--- src/rtl/pipe_adder_if.sv ---
// Handshake bundle for pipe_adder: input-side valid/ready with operands, output-side valid/ready with result.
interface pipe_adder_if #(
  parameter int DATA_W = 8,
  parameter int CNT_W  = 16
);
  logic              in_vld;
  logic              in_rdy;
  logic [DATA_W-1:0] addend0;
  logic [DATA_W-1:0] addend1;
  logic              sub;
  logic              out_vld;
  logic              out_rdy;
  logic [DATA_W:0]   sum;
  logic [CNT_W-1:0]  out_cnt;

  modport master (
    output in_vld, addend0, addend1, sub, out_rdy,
    input  in_rdy, out_vld, sum, out_cnt
  );

  modport slave (
    input  in_vld, addend0, addend1, sub, out_rdy,
    output in_rdy, out_vld, sum, out_cnt
  );
endinterface

--- src/rtl/pipe_adder.sv ---
// Pipelined add/subtract unit with valid/ready backpressure, bubble collapsing and a transfer counter.
module pipe_adder #(
  parameter int DATA_W  = 8,
  parameter int LATENCY = 2,
  parameter int SIGNED  = 0,
  parameter int CNT_W   = 16
) (
  input  logic          clk,
  input  logic          rst,
  pipe_adder_if.slave   bus
);
  localparam logic SGN = (SIGNED != 0);

  logic [LATENCY-1:0] vld;
  logic [DATA_W:0]    data [LATENCY];
  logic [LATENCY-1:0] load;
  logic [CNT_W-1:0]   cnt;
  logic               full_tail;
  logic [DATA_W:0]    a_ext;
  logic [DATA_W:0]    b_ext;
  logic [DATA_W:0]    result;

  // A stage may load when the output drains or any stage from it downward is empty,
  // which is the closed form of the ripple "empty or advancing" condition.
  always_comb begin
    load      = '0;
    full_tail = 1'b1;
    for (int unsigned i = 0; i < LATENCY; i++) begin
      full_tail                = full_tail & vld[LATENCY-1-i];
      load[LATENCY-1-i]        = bus.out_rdy | ~full_tail;
    end
  end

  always_comb begin
    a_ext  = {SGN & bus.addend0[DATA_W-1], bus.addend0};
    b_ext  = {SGN & bus.addend1[DATA_W-1], bus.addend1};
    result = bus.sub ? (a_ext - b_ext) : (a_ext + b_ext);
  end

  always_ff @(posedge clk) begin
    if (rst) begin
      vld <= '0;
      cnt <= '0;
      for (int unsigned i = 0; i < LATENCY; i++) begin
        data[i] <= '0;
      end
    end else begin
      if (load[0]) begin
        vld[0]  <= bus.in_vld;
        data[0] <= result;
      end
      for (int unsigned i = 1; i < LATENCY; i++) begin
        if (load[i]) begin
          vld[i]  <= vld[i-1];
          data[i] <= data[i-1];
        end
      end
      if (vld[LATENCY-1] && bus.out_rdy) begin
        cnt <= cnt + 1'b1;
      end
    end
  end

  always_comb begin
    bus.in_rdy  = ~rst & load[0];
    bus.out_vld = ~rst & vld[LATENCY-1];
    bus.sum     = data[LATENCY-1];
    bus.out_cnt = cnt;
  end
endmodule
--- src/flat_wrapper.sv ---
// flat-port wrapper written by rule: the top's interface ports become plain ports
module pipe_adder_flat 
#(
  parameter int DATA_W  = 8,
  parameter int LATENCY = 2,
  parameter int SIGNED  = 0,
  parameter int CNT_W   = 16
)
  (clk, rst, bus_in_vld, bus_addend0, bus_addend1, bus_sub, bus_out_rdy, bus_in_rdy, bus_out_vld, bus_sum, bus_out_cnt);
  pipe_adder_if #(.DATA_W(DATA_W), .CNT_W(CNT_W)) bus_i ();
  input  logic clk;
  input  logic rst;
  input wire logic [$bits(bus_i.in_vld)-1:0] bus_in_vld;
  input wire logic [$bits(bus_i.addend0)-1:0] bus_addend0;
  input wire logic [$bits(bus_i.addend1)-1:0] bus_addend1;
  input wire logic [$bits(bus_i.sub)-1:0] bus_sub;
  input wire logic [$bits(bus_i.out_rdy)-1:0] bus_out_rdy;
  output wire logic [$bits(bus_i.in_rdy)-1:0] bus_in_rdy;
  output wire logic [$bits(bus_i.out_vld)-1:0] bus_out_vld;
  output wire logic [$bits(bus_i.sum)-1:0] bus_sum;
  output wire logic [$bits(bus_i.out_cnt)-1:0] bus_out_cnt;
  assign bus_i.in_vld = bus_in_vld;
  assign bus_i.addend0 = bus_addend0;
  assign bus_i.addend1 = bus_addend1;
  assign bus_i.sub = bus_sub;
  assign bus_i.out_rdy = bus_out_rdy;
  assign bus_in_rdy = bus_i.in_rdy;
  assign bus_out_vld = bus_i.out_vld;
  assign bus_sum = bus_i.sum;
  assign bus_out_cnt = bus_i.out_cnt;
  pipe_adder #(.DATA_W(DATA_W), .LATENCY(LATENCY), .SIGNED(SIGNED), .CNT_W(CNT_W)) u_core (.clk(clk), .rst(rst), .bus(bus_i));
endmodule
--- config.mk ---
export PLATFORM = sky130hd
export DESIGN_NAME = pipe_adder_flat
export DESIGN_NICKNAME = d
export VERILOG_FILES = /design/src/rtl/pipe_adder_if.sv /design/src/rtl/pipe_adder.sv /design/src/flat_wrapper.sv
export SDC_FILE = /design/constraint.sdc
export NUM_CORES = 1
export LEC_CHECK = 0
export CORE_UTILIZATION = 45
export DETAILED_ROUTE_END_ITERATION = 10
export GPL_TIMING_DRIVEN = 0
export PLACE_DENSITY = 0.83
export SETUP_SLACK_MARGIN = 0.3
export SLEW_MARGIN = 20
export SYNTH_ARGS = -nofsm -noshare
export SYNTH_HDL_FRONTEND = slang
export SYNTH_SLANG_ARGS = --single-unit
--- constraint.sdc ---
create_clock -name clk -period 4 [get_ports clk]
set_input_delay 1.2 -clock clk [delete_from_list [all_inputs] [get_ports clk]]
set_output_delay 1.2 -clock clk [all_outputs]
set_load 0.1 [all_outputs]
==> flow_metrics.py <==
metrics = {
    "sta": {
        "finalSetupViolations": 0,
        "finalCriticalPeriod_ns": 3.591,
        "fmax_mhz": 278.5,
        "worstMarginPinSlew_ns": 0.9758,
        "slew_headroom_pct": 34.74,
        "grt_setup_unrepaired": "false",
        "post-route-period-util_pct": 89.77,
        "drv_slew": 0,
        "finalHoldViolations": 0,
        "finalClockSkew_ns": 0.01093,
        "setup_tns_ns": 0,
    },
    "critical_path": {
        "worstSetupStartpointType": "input port",
        "cp_max_fo": 10,
        "worstPathRequired_ns": 2.80,
        "critPathArrivalTime_ns": 2.39,
        "crit_type": "input port to primary output",
        "critPathLaunch": "rst",
        "worst_setup_path_end_kind": "primary output",
        "r2r_start": "u_core.vld[1]",
    },
    "yosys": {
        "synth_warnings": 0,
        "yosysTopAreaCell": "edfxtp_1",
        "synth_top_flop_cell": "edfxtp_1",
        "syn_inst": 210,
        "synth_top_area_share_pct": 26.75,
        "synth_cell_types": 37,
        "synth_fp_nets": 242,
        "async_flop_share_pct": 0,
        "synth_edf_count": 18,
        "yosys_register_bits": 36,
        "synth_area_leaders": "edfxtp_1 (27%), dfxtp_1 (18%), ha_1 (6.2%)",
        "synth_area_per_cell_sq_um": 9.622,
        "netlist_area_sq_um": 2021,
        "ys_seq_area_share_pct": 44.58,
    },
    "clock_tree": {
        "clock_sinks": 36,
        "clockBufferDepth": 2,
        "htree_levels": 2,
        "insertion_delay_ns": 0.29,
        "cts_tree": "built",
        "clk_pin_slew_ns": 0.07,
        "clock-root-buffer": "clkbuf_8",
        "cts_buffers": 5,
    },
    "route": {
        "routed_wl_mm": 3.569,
        "ant_nets": 0,
        "drtIter0Drc": 72,
        "drc_errors": 0,
        "dr_total_vias": 1608,
        "firstDrtPassIters": 4,
        "routedWlPerCell_um": 11.26,
        "drt-vias-per-instance": 5.073,
    },
    "die": {
        "rows": 24,
        "io_pins": 48,
        "coreArea_sq_um": 4324,
        "start_util_pct": 46.73,
        "dieArea_sq_um": 4762,
        "die_x_um": 69.01,
        "die_h_um": 69.01,
    },
    "final_layout": {
        "final_area_sq_um": 2674,
        "drive_above_1_share_pct": 11.70,
        "nFillCells": 391,
        "areaGrowthSynthToFinish_pct": 32.32,
        "nNetsFinal": 296,
        "diodes": 0,
    },
    "outcome": {
        "status": "complete, no violations",
    },
    "pwr": {
        "totalPowerFinal_mw": 0.9442,
        "vdd_drop_max_uv": 144.6,
        "powerDensity_nw_per_um2": 353.1,
        "p_leak_nw": 1.026,
    },
    "grt": {
        "grt_first_pass_wirelength_mm": 5.920,
        "antenna_found_initial": 0,
        "grt_overflow": 0,
        "grt_max_degree": 12,
        "grt_pass1_vias": 1412,
        "track_usage_pct": 15.37,
    },
    "placed_design": {
        "hpwl_mm": 2.806,
        "placed_area_sq_um": 2550,
        "io_buffers": 46,
        "gp_congestion": 0.7867,
    },
    "run": {
        "max_cap_viol_count": 0,
    },
    "min_path": {
        "min-delay-path-class": "flip-flop to flip-flop",
        "hold_start": "u_core.bus.out_cnt[15]",
    },
}
==> power breakdown <==
group,internal [mW],leakage [nW],switching (mW),total (mW)
logic,0.103,0.622,0.155,0.257
registers,0.417,0.355,0.00659,0.424
clock network,0.140,0.0488,0.123,0.263
total,0.660,1.03,0.284,0.944
==> flip-flops by register name, summed over array words and instances (netlist names) <==
| name | cells |
|---|---|
| u_core.bus.out_cnt | 16 |
| u_core.data | 18 |
| u_core.vld | 2 |
==> worst max-delay path, cell delays in order <==
cell and delay (ns):
clkdlybuf4s50_1 0.48, nand2b_4 0.20, inv_2 0.12, clkbuf_4 0.21, buf_12 0.18
==> metal layers <==
layer	global-route usage [%]	up-vias	wire (um)
met5	0	-	0
met4	8.163	0	75
met3	2.778	6	141
met2	26.43	39	1693
met1	18.11	711	1659
li1	-	852	-
==> stage by stage <==
stage | utilization (%) | setup slack [ns] | std cells | hold slack, ns
3_3_place_gp | 58.97 | -0.9537 | 308 | 0.4615
4_1_cts | 61.28 | 0.2392 | 316 | 0.4847
5_1_grt | 61.83 | 0.3085 | 317 | 0.5048
3_5_place_dp | 58.97 | -0.9548 | 308 | 0.4725
6_report | 61.83 | 0.4091 | 317 | 0.4820
2_1_floorplan | - | 0.6263 | 210 | 0.4631
==> what timing repair did <==
item / in CTS / in global routing
buffers inserted: 0 / 1
gates resized for setup: 14 / 6
hold buffers: 0 / 0
gates cloned: 0 / 0
setup endpoints to repair: 2 / 1
pin swaps: 0 / 0
==> layout make-up <==
class / count / area [sq um] / share of cell area [%]
plain buffers: 14 / 91.34 / 3.416
well taps: 52 / 65.06 / 2.433
inverters: 9 / 33.78 / 1.263
clock buffers: 7 / 86.33 / 3.229
flip-flops and latches: 36 / 900.9 / 33.69
clock inverters: 1 / 6.256 / 0.2340
multi-input cells: 151 / 1011 / 37.81
repair buffers: 47 / 479.2 / 17.92
==> cell usage in the layout (no fill, tap or decap), types with 5 or more instances in the layout <==
cell and n:
ha_1 10, nor3_1 7, xor2_1 5, o21ai_0 7, dfxtp_1 18, or4_1 5
and2_1 10, edfxtp_1 18, clkdlybuf4s50_1 43, inv_1 8, nand2_1 11, buf_4 10
nor2_1 20, clkbuf_8 6, a21oi_1 12, xnor2_1 9
==> synthesized netlist by cell type (2+ instances only) <==
| master | n |
|---|---|
| mux2i_1 | 4 |
| nor3_1 | 7 |
| and2_1 | 10 |
| o31a_1 | 2 |
| o21ai_0 | 7 |
| edfxtp_1 | 18 |
| ha_1 | 10 |
| xor2_1 | 5 |
| nor2b_1 | 5 |
| o31ai_1 | 4 |
| a211oi_1 | 2 |
| or4_1 | 5 |
| nand2_1 | 11 |
| nand3_1 | 4 |
| or2_2 | 3 |
| nand2b_1 | 5 |
| a21oi_1 | 12 |
| or3_1 | 4 |
| o21a_1 | 4 |
| xnor2_1 | 9 |
| nand4_1 | 4 |
| inv_1 | 9 |
| buf_4 | 9 |
| dfxtp_1 | 18 |
| o22ai_1 | 4 |
| and4_1 | 2 |
| clkbuf_1 | 4 |
| nor2_1 | 20 |
==> path summary, 6_finish.rpt <==
| kind | end | slack (ns) | depth (start not counted) |
|---|---|---|---|
| max | bus_in_rdy | 0.41 | 5 |
| min | u_core.bus.out_cnt[15] | 0.48 | 2 |
| max reg2reg | u_core.bus.out_cnt[15] | 2.11 | 5 |
| min reg2reg | u_core.bus.out_cnt[15] | 0.48 | 2 |
==> cell families (layout without fill, tap and decap cells) <==
group	Yosys count	count (layout)	share of synthesized area (%)
XOR/XNOR	14	14	6.068
adder cells (fa/ha/maj)	11	11	7.183
AO/OA/AOI/OAI	37	37	11.27
flip-flops	36	36	44.58
multiplexers	5	5	2.539
buffers and inverters	23	78	6.005
AND/OR/NAND/NOR	84	84	22.35
No activity file was read; power rests on OpenSTA's default activity.
